--- config.mk ---
export PLATFORM = sky130hd
export DESIGN_NAME = matmul_mmio_frontend_flat
export DESIGN_NICKNAME = d
export VERILOG_FILES = /design/src/rtl/matmul_mmio_frontend_if.sv /design/src/rtl/matmul_mmio_frontend.sv /design/src/flat_wrapper.sv
export SDC_FILE = /design/constraint.sdc
export NUM_CORES = 1
export LEC_CHECK = 0
export BUFFER_PORTS_ARGS = -buffer_cell sky130_fd_sc_hd__buf_2
export CAP_MARGIN = 25
export CORE_MARGIN = 10
export CORE_UTILIZATION = 45
export DETAILED_ROUTE_END_ITERATION = 7
export GPL_TIMING_DRIVEN = 1
export HOLD_SLACK_MARGIN = 0.05
export PLACE_DENSITY_LB_ADDON = 0.3
export RECOVER_POWER = 50
export SYNTH_ARGS = -nofsm -noshare
export SYNTH_HDL_FRONTEND = slang
export SYNTH_SLANG_ARGS = --single-unit
--- constraint.sdc ---
create_clock -name clk -period 3 [get_ports clk]
set_clock_uncertainty 0.15 [all_clocks]
set_input_delay 0.15 -clock clk [delete_from_list [all_inputs] [get_ports clk]]
set_output_delay 0.15 -clock clk [all_outputs]
set_load 0.01 [all_outputs]
--- src/rtl/matmul_mmio_frontend_if.sv ---
// Peripheral-bus view of the matmul front end: word writes, registered reads.
// rd_en/wr_en are single-cycle requests with no backpressure; rvalid rises exactly one cycle after each rd_en.
interface matmul_mmio_frontend_if #(
  parameter int ADDR_WIDTH = 8,
  parameter int DATA_WIDTH = 32
) ();
  logic                  wr_en;
  logic                  rd_en;
  logic [ADDR_WIDTH-1:0] addr;
  logic [DATA_WIDTH-1:0] wdata;
  logic [DATA_WIDTH-1:0] rdata;
  logic                  rvalid;

  modport master (output wr_en, rd_en, addr, wdata, input rdata, rvalid);
  modport slave  (input wr_en, rd_en, addr, wdata, output rdata, rvalid);
endinterface

--- src/rtl/matmul_mmio_frontend.sv ---
// MMIO front end for the systolic matmul array: operand register files, launch/wait/capture
// sequencing with timeout, result snapshot, sticky status and level interrupt.
module matmul_mmio_frontend #(
  parameter int ELEMENT_WIDTH  = 16,
  parameter int ROW_A          = 2,
  parameter int COL_A          = 2,
  parameter int ROW_B          = 2,
  parameter int COL_B          = 2,
  parameter int ADDR_WIDTH     = 8,
  parameter int DATA_WIDTH     = 32,
  parameter int TIMEOUT_CYCLES = 64
) (
  input  logic                       clk,
  input  logic                       reset,
  matmul_mmio_frontend_if.slave      bus,
  output logic                       irq,
  output logic [ELEMENT_WIDTH-1:0]   matrix_A [ROW_A][COL_A],
  output logic [ELEMENT_WIDTH-1:0]   matrix_B [ROW_B][COL_B],
  output logic                       initiateCompute,
  input  logic                       computeDone,
  input  logic [2*ELEMENT_WIDTH-1:0] resMatrix [ROW_A][COL_B],
  output logic [1:0]                 dbg_state
);
  localparam int CTRL_ADDR   = 'h00;
  localparam int STATUS_ADDR = 'h01;
  localparam int A_BASE      = 'h10;
  localparam int B_BASE      = 'h40;
  localparam int R_BASE      = 'h80;
  localparam int CNT_W       = (TIMEOUT_CYCLES > 1) ? $clog2(TIMEOUT_CYCLES) : 1;
  localparam int RW          = 2 * ELEMENT_WIDTH;

  typedef enum logic [1:0] {S_IDLE, S_LAUNCH, S_WAIT, S_CAPTURE} state_t;

  state_t state_q, state_d;

  logic [ELEMENT_WIDTH-1:0] a_q [ROW_A][COL_A];
  logic [ELEMENT_WIDTH-1:0] a_d [ROW_A][COL_A];
  logic [ELEMENT_WIDTH-1:0] b_q [ROW_B][COL_B];
  logic [ELEMENT_WIDTH-1:0] b_d [ROW_B][COL_B];
  logic [RW-1:0]            r_q [ROW_A][COL_B];
  logic [RW-1:0]            r_d [ROW_A][COL_B];
  logic [DATA_WIDTH-1:0]    rdata_q, rdata_d;
  logic                     rvalid_q, rvalid_d;
  logic                     done_q, done_d;
  logic                     err_q, err_d;
  logic                     irq_en_q, irq_en_d;
  logic                     init_q, init_d;
  logic [CNT_W-1:0]         cnt_q, cnt_d;

  logic busy, ctrl_wr, start_wr, timeout_hit;
  logic unused_wdata;

  assign busy        = (state_q != S_IDLE);
  assign ctrl_wr     = bus.wr_en && (bus.addr == ADDR_WIDTH'(CTRL_ADDR));
  assign start_wr    = ctrl_wr && bus.wdata[0];
  assign timeout_hit = (cnt_q == CNT_W'(TIMEOUT_CYCLES - 1));
  assign unused_wdata = ^bus.wdata[DATA_WIDTH-1:ELEMENT_WIDTH];

  always_ff @(posedge clk or negedge reset) begin
    if (!reset) state_q <= S_IDLE;
    else        state_q <= state_d;
  end

  always_comb begin
    state_d = state_q;
    case (state_q)
      S_IDLE:    if (start_wr) state_d = S_LAUNCH;
      S_LAUNCH:  state_d = S_WAIT;
      S_WAIT: begin
        if (computeDone)      state_d = S_CAPTURE;
        else if (timeout_hit) state_d = S_IDLE;
      end
      S_CAPTURE: state_d = S_IDLE;
      default:   state_d = S_IDLE;
    endcase
  end

  always_comb begin
    a_d      = a_q;
    b_d      = b_q;
    r_d      = r_q;
    done_d   = done_q;
    err_d    = err_q;
    irq_en_d = irq_en_q;
    cnt_d    = cnt_q;
    // Clear applies before a dropped start, so clear+start while busy leaves err set.
    if (ctrl_wr) begin
      irq_en_d = bus.wdata[2];
      if (bus.wdata[1]) begin
        err_d = 1'b0;
        if (!busy) done_d = 1'b0;
      end
      if (bus.wdata[0]) begin
        if (busy) err_d  = 1'b1;
        else      done_d = 1'b0;
      end
    end
    if (bus.wr_en) begin
      for (int i = 0; i < ROW_A; i++)
        for (int j = 0; j < COL_A; j++)
          if (bus.addr == ADDR_WIDTH'(A_BASE + i*COL_A + j)) begin
            if (busy) err_d = 1'b1;
            else      a_d[i][j] = bus.wdata[ELEMENT_WIDTH-1:0];
          end
      for (int i = 0; i < ROW_B; i++)
        for (int j = 0; j < COL_B; j++)
          if (bus.addr == ADDR_WIDTH'(B_BASE + i*COL_B + j)) begin
            if (busy) err_d = 1'b1;
            else      b_d[i][j] = bus.wdata[ELEMENT_WIDTH-1:0];
          end
    end
    case (state_q)
      S_LAUNCH: cnt_d = '0;
      S_WAIT: begin
        cnt_d = cnt_q + CNT_W'(1);
        if (!computeDone && timeout_hit) err_d = 1'b1;
      end
      S_CAPTURE: begin
        r_d    = resMatrix;
        done_d = 1'b1;
      end
      default: ;
    endcase
    init_d = (state_d == S_LAUNCH);
  end

  // Read mux samples pre-write register values, so a same-cycle write+read returns old data.
  always_comb begin
    rdata_d  = '0;
    rvalid_d = bus.rd_en;
    if (bus.rd_en) begin
      if (bus.addr == ADDR_WIDTH'(STATUS_ADDR))
        rdata_d = DATA_WIDTH'({irq_en_q, err_q, done_q, busy});
      for (int i = 0; i < ROW_A; i++)
        for (int j = 0; j < COL_A; j++)
          if (bus.addr == ADDR_WIDTH'(A_BASE + i*COL_A + j)) rdata_d = DATA_WIDTH'(a_q[i][j]);
      for (int i = 0; i < ROW_B; i++)
        for (int j = 0; j < COL_B; j++)
          if (bus.addr == ADDR_WIDTH'(B_BASE + i*COL_B + j)) rdata_d = DATA_WIDTH'(b_q[i][j]);
      for (int i = 0; i < ROW_A; i++)
        for (int j = 0; j < COL_B; j++)
          if (bus.addr == ADDR_WIDTH'(R_BASE + i*COL_B + j)) rdata_d = DATA_WIDTH'(r_q[i][j]);
    end
  end

  always_ff @(posedge clk or negedge reset) begin
    if (!reset) begin
      a_q      <= '{default: '0};
      b_q      <= '{default: '0};
      r_q      <= '{default: '0};
      rdata_q  <= '0;
      rvalid_q <= 1'b0;
      done_q   <= 1'b0;
      err_q    <= 1'b0;
      irq_en_q <= 1'b0;
      init_q   <= 1'b0;
      cnt_q    <= '0;
    end else begin
      a_q      <= a_d;
      b_q      <= b_d;
      r_q      <= r_d;
      rdata_q  <= rdata_d;
      rvalid_q <= rvalid_d;
      done_q   <= done_d;
      err_q    <= err_d;
      irq_en_q <= irq_en_d;
      init_q   <= init_d;
      cnt_q    <= cnt_d;
    end
  end

  assign bus.rdata       = rdata_q;
  assign bus.rvalid      = rvalid_q;
  assign irq             = done_q & irq_en_q;
  assign initiateCompute = init_q;
  assign matrix_A        = a_q;
  assign matrix_B        = b_q;
  assign dbg_state       = state_q;
endmodule

--- src/flat_wrapper.sv ---
// flat-port wrapper written by rule: the top's interface ports become plain ports
module matmul_mmio_frontend_flat 
#(
  parameter int ELEMENT_WIDTH  = 16,
  parameter int ROW_A          = 2,
  parameter int COL_A          = 2,
  parameter int ROW_B          = 2,
  parameter int COL_B          = 2,
  parameter int ADDR_WIDTH     = 8,
  parameter int DATA_WIDTH     = 32,
  parameter int TIMEOUT_CYCLES = 64
)
  (clk, reset, irq, matrix_A, matrix_B, initiateCompute, computeDone, resMatrix, dbg_state, bus_wr_en, bus_rd_en, bus_addr, bus_wdata, bus_rdata, bus_rvalid);
  matmul_mmio_frontend_if #(.ADDR_WIDTH(ADDR_WIDTH), .DATA_WIDTH(DATA_WIDTH)) bus_i ();
  input  logic clk;
  input  logic reset;
  output logic irq;
  output logic [ELEMENT_WIDTH-1:0] matrix_A[ROW_A][COL_A];
  output logic [ELEMENT_WIDTH-1:0] matrix_B[ROW_B][COL_B];
  output logic initiateCompute;
  input  logic computeDone;
  input  logic [2*ELEMENT_WIDTH-1:0] resMatrix[ROW_A][COL_B];
  output logic [1:0] dbg_state;
  input wire logic [$bits(bus_i.wr_en)-1:0] bus_wr_en;
  input wire logic [$bits(bus_i.rd_en)-1:0] bus_rd_en;
  input wire logic [$bits(bus_i.addr)-1:0] bus_addr;
  input wire logic [$bits(bus_i.wdata)-1:0] bus_wdata;
  output wire logic [$bits(bus_i.rdata)-1:0] bus_rdata;
  output wire logic [$bits(bus_i.rvalid)-1:0] bus_rvalid;
  assign bus_i.wr_en = bus_wr_en;
  assign bus_i.rd_en = bus_rd_en;
  assign bus_i.addr = bus_addr;
  assign bus_i.wdata = bus_wdata;
  assign bus_rdata = bus_i.rdata;
  assign bus_rvalid = bus_i.rvalid;
  matmul_mmio_frontend #(.ELEMENT_WIDTH(ELEMENT_WIDTH), .ROW_A(ROW_A), .COL_A(COL_A), .ROW_B(ROW_B), .COL_B(COL_B), .ADDR_WIDTH(ADDR_WIDTH), .DATA_WIDTH(DATA_WIDTH), .TIMEOUT_CYCLES(TIMEOUT_CYCLES)) u_core (.clk(clk), .reset(reset), .bus(bus_i), .irq(irq), .matrix_A(matrix_A), .matrix_B(matrix_B), .initiateCompute(initiateCompute), .computeDone(computeDone), .resMatrix(resMatrix), .dbg_state(dbg_state));
endmodule
==> impl_metrics.csv <==
group,metric,value,unit
status,status,"complete, but fails checks",
status,violations,"max-capacitance violations, max-slew violations",
floorplan,core_area,29800,um^2
timing,relSlewSlack,-34.7,%
yosys,ys_types,67,
timing,hold_viol_final,0,
yosys,syn_area,13600,um^2
yosys,avgSynthCellArea,13.1,um^2
clock_network,cts_tree,"built",
clock_network,max-clock-path-buffers,3,
setup_path,cp.arrival,2.80,ns
floorplan,fp-row-count,63,
power_and_ir_drop,p_switching,3.43,mW
setup_path,cp_slowest_cell,"or4b_4",
clock_network,cts-root-buf,"clkbuf_16",
global_route,grt_usage,23.4,%
yosys,synth_edf_count,0,
power_and_ir_drop,clkPwrFrac,33.2,%
power_and_ir_drop,ir_drop,602,uV
setup_path,r2r-start,"u_core.dbg_state[0]",
setup_path,critical_path_class,"in2reg",
clock_network,clock_latency,0.50,ns
setup_path,reg2reg_depth,6,
place,dp_hpwl,31.5,mm
setup_path,r2r_setup_slack,0.55,ns
yosys,yosysTopAreaCell,"dfrtp_1",
yosys,ys_seq_area_share,55.3,%
run,maxCapViolations,1,
power_and_ir_drop,netSwitchingFraction,27.2,%
yosys,yosysWarnings,0,
cells_and_area,final_layout_size_suffix_gt1_share,38.0,%
timing,rsz0062_at_grt,"false",
global_route,grt_max_degree,73,
setup_path,cp.required,3.28,ns
yosys,async_flop_share,100,%
global_route,antenna_found_initial,6,
drt,vias,10819,
clock_network,postCtsHoldBufs,151,
yosys,ys_ff_latch,301,
global_route,grt_pass1_vias,11573,
cells_and_area,nets,1695,
cells_and_area,area_growth_syn_to_layout,34.3,%
power_and_ir_drop,p_int,9.18,mW
drt,drt_iter0_markers,718,
yosys,synthCells,1038,
clock_network,cts.sinks,301,
setup_path,critPathCapture,"u_core.bus.rdata[3]",
timing,clock.fmax,398,MHz
setup_path,worst_r2r_endpoint,"u_core.matrix_B[8]",
floorplan,die_h,194,um
clock_network,cts_resized,0,
drt,detail-route-antenna-nets,0,
setup_path,startpoint,"bus_addr[7]",
place,gp_congestion,0.875,
power_and_ir_drop,p_per_area,689,nW/um^2
yosys,synthesis.nets,1217,
clock_network,path_clk_slew,0.06,ns
drt,viasPerCell,5.59,
setup_path,crit_chain,"dlygate4sd3_1, buf_2, or4b_4, nor2_1, o21ai_0, a31oi_1, o221a_2",
global_route,grt.overflow.total,0,
yosys,netlist.area_leader.share,55.3,%
min_path,hold_start,"bus_addr[0]",
timing,fin_crit_sh,83.8,%
drt,wire_per_inst,23.6,um
clock_network,cts_buffers,34,
clock_network,cts_setup_buffers,0,
timing,whs,0.0889,ns
drt,dr.pass1.iters,7,
power_and_ir_drop,power,12.6,mW
drt,drc,0,
min_path,hp-class,"in2reg",
setup_path,cp_slowest_stage_delay,0.59,ns
timing,slew_violations,71,
place,numPortBuffers,321,
timing,setup-violations-final,0,
floorplan,die-area,37700,um^2
drt,wl,45.7,mm
clock_network,htree_levels,2,
power_and_ir_drop,p_leak,8.29,nW
setup_path,start_kind,"input pin",
floorplan,pin_count,338,
global_route,grt_pass1_wl,70.8,mm
timing,setup_tns,0,ns
setup_path,endpoint_kind,"flip-flop",
setup_path,crit_fanout,9,
floorplan,initial_core_util,45.7,%
power_and_ir_drop,power_frac_comb,21.4,%
yosys,synth_area_leaders,"dfrtp_1 (55%), mux2_2 (21%), nand2_1 (1.8%)",
yosys,synth-main-ff-cell,"dfrtp_1",
timing,finalCriticalPeriod,2.51,ns
floorplan,die_width,194,um
timing,tightestPinTransition,2.02,ns
power_and_ir_drop,seqPwrFrac,45.4,%
-- layout make-up --
class	count	area, um^2
flip-flops and latches	301	7530
well taps	390	488
clock buffers	49	988
clock inverters	9	126
diodes	8	20.0
multi-input cells	660	5770
fillers	2369	11500
repair buffers	512	3350
inverters	7	26.3
-- critical path, delay by kind of cell --
| family | cells | cell delay, ns |
|---|---|---|
| simple gates | 2 | 1.02 |
| compound gates | 3 | 0.88 |
| buf+inv | 2 | 0.75 |
-- layer usage --
metal / global-route usage [%] / routed length (um)
met2: 38.1 / 22100
met3: 6.43 / 3810
met1: 30.3 / 19000
met4: 5.65 / 837
met5: 0 / 0
-- flip-flops by register name, indices dropped and copies added, names as in the netlist --
signal,flops
u_core.r_q,128
u_core.matrix_A,64
u_core.matrix_B,64
u_core.bus.rdata,32
u_core.cnt_q,6
u_core.dbg_state,2
u_core.bus.rvalid,1
u_core.done_q,1
u_core.err_q,1
u_core.initiateCompute,1
u_core.irq_en_q,1
-- cells in the mapped netlist (4+ instances only) --
cell type / n
a21boi_0: 15
nor2_1: 26
nor2b_1: 17
a21o_1: 10
nor3_2: 7
nand3b_1: 8
a211oi_1: 13
buf_2: 12
a221oi_1: 9
a31oi_1: 12
clkbuf_1: 50
nand2b_1: 6
a21oi_1: 7
nor3_1: 4
nand3_1: 17
mux2_4: 15
mux2_2: 257
o221ai_1: 4
o21a_1: 9
o21ai_0: 27
inv_1: 7
mux4_2: 5
or3_1: 5
or2_2: 9
dfrtp_1: 301
nand2_1: 67
a2bb2oi_1: 4
a32oi_1: 10
ha_1: 6
mux2i_1: 9
a222oi_1: 16
o22ai_1: 22
-- layout by cell type (no fill, tap or decap), drive strengths merged, types with 22 or more instances in the layout --
cell type and instances:
buf 231, clkbuf 179, dfrtp 301, dlygate4sd3 151, mux2 273, nand2 67, nor2 26, o21ai 27
o22ai 22
-- through the flow --
step / instance area, um^2 / utilization [%] / worst slack [ns] / cells
after floorplan: 13600 / - / 0.722 / 1038
after global placement: 15800 / 53.1 / 0.564 / 1719
after detailed placement: 15800 / 53.1 / 0.541 / 1719
after CTS: 18500 / 62.0 / 0.562 / 1928
after global routing: 18300 / 61.4 / 0.197 / 1934
final: 18300 / 61.4 / 0.486 / 1936
-- power by group through the flow --
stage	Combinational, mW	Clock (mW)	Sequential (mW)
finish	2.70	4.19	5.72
global route	2.95	4.44	5.83
CTS	2.70	4.26	5.68
detailed placement	2.53	0	5.74
global placement	2.44	0	5.70
floorplan	1.78	0	5.58
-- worst min-delay path by stage --
stage,slack [ns],depth (start not counted),end
after floorplan,-0.30,0,u_core.bus.rdata[0]
after global placement,0.02,1,u_core.matrix_B[34]
after detailed placement,0.02,1,u_core.matrix_B[34]
after CTS,0.06,5,u_core.bus.rdata[15]
after global routing,0.11,4,u_core.bus.rdata[15]
final,0.09,4,u_core.bus.rdata[15]
-- cells by family (layout without fill, tap and decap cells) --
group / after synthesis / after routing / synth area share [%]
AO/OA/AOI/OAI: 184 / 184 / 9.94
multiplexers: 287 / 287 / 24.5
flip-flops: 301 / 301 / 55.3
other: 0 / 8 / 0
buffers and inverters: 77 / 577 / 2.48
AND/OR/NAND/NOR: 183 / 183 / 7.32
adder cells (fa/ha/maj): 6 / 6 / 0.551
(Power assumes the default switching activity.)
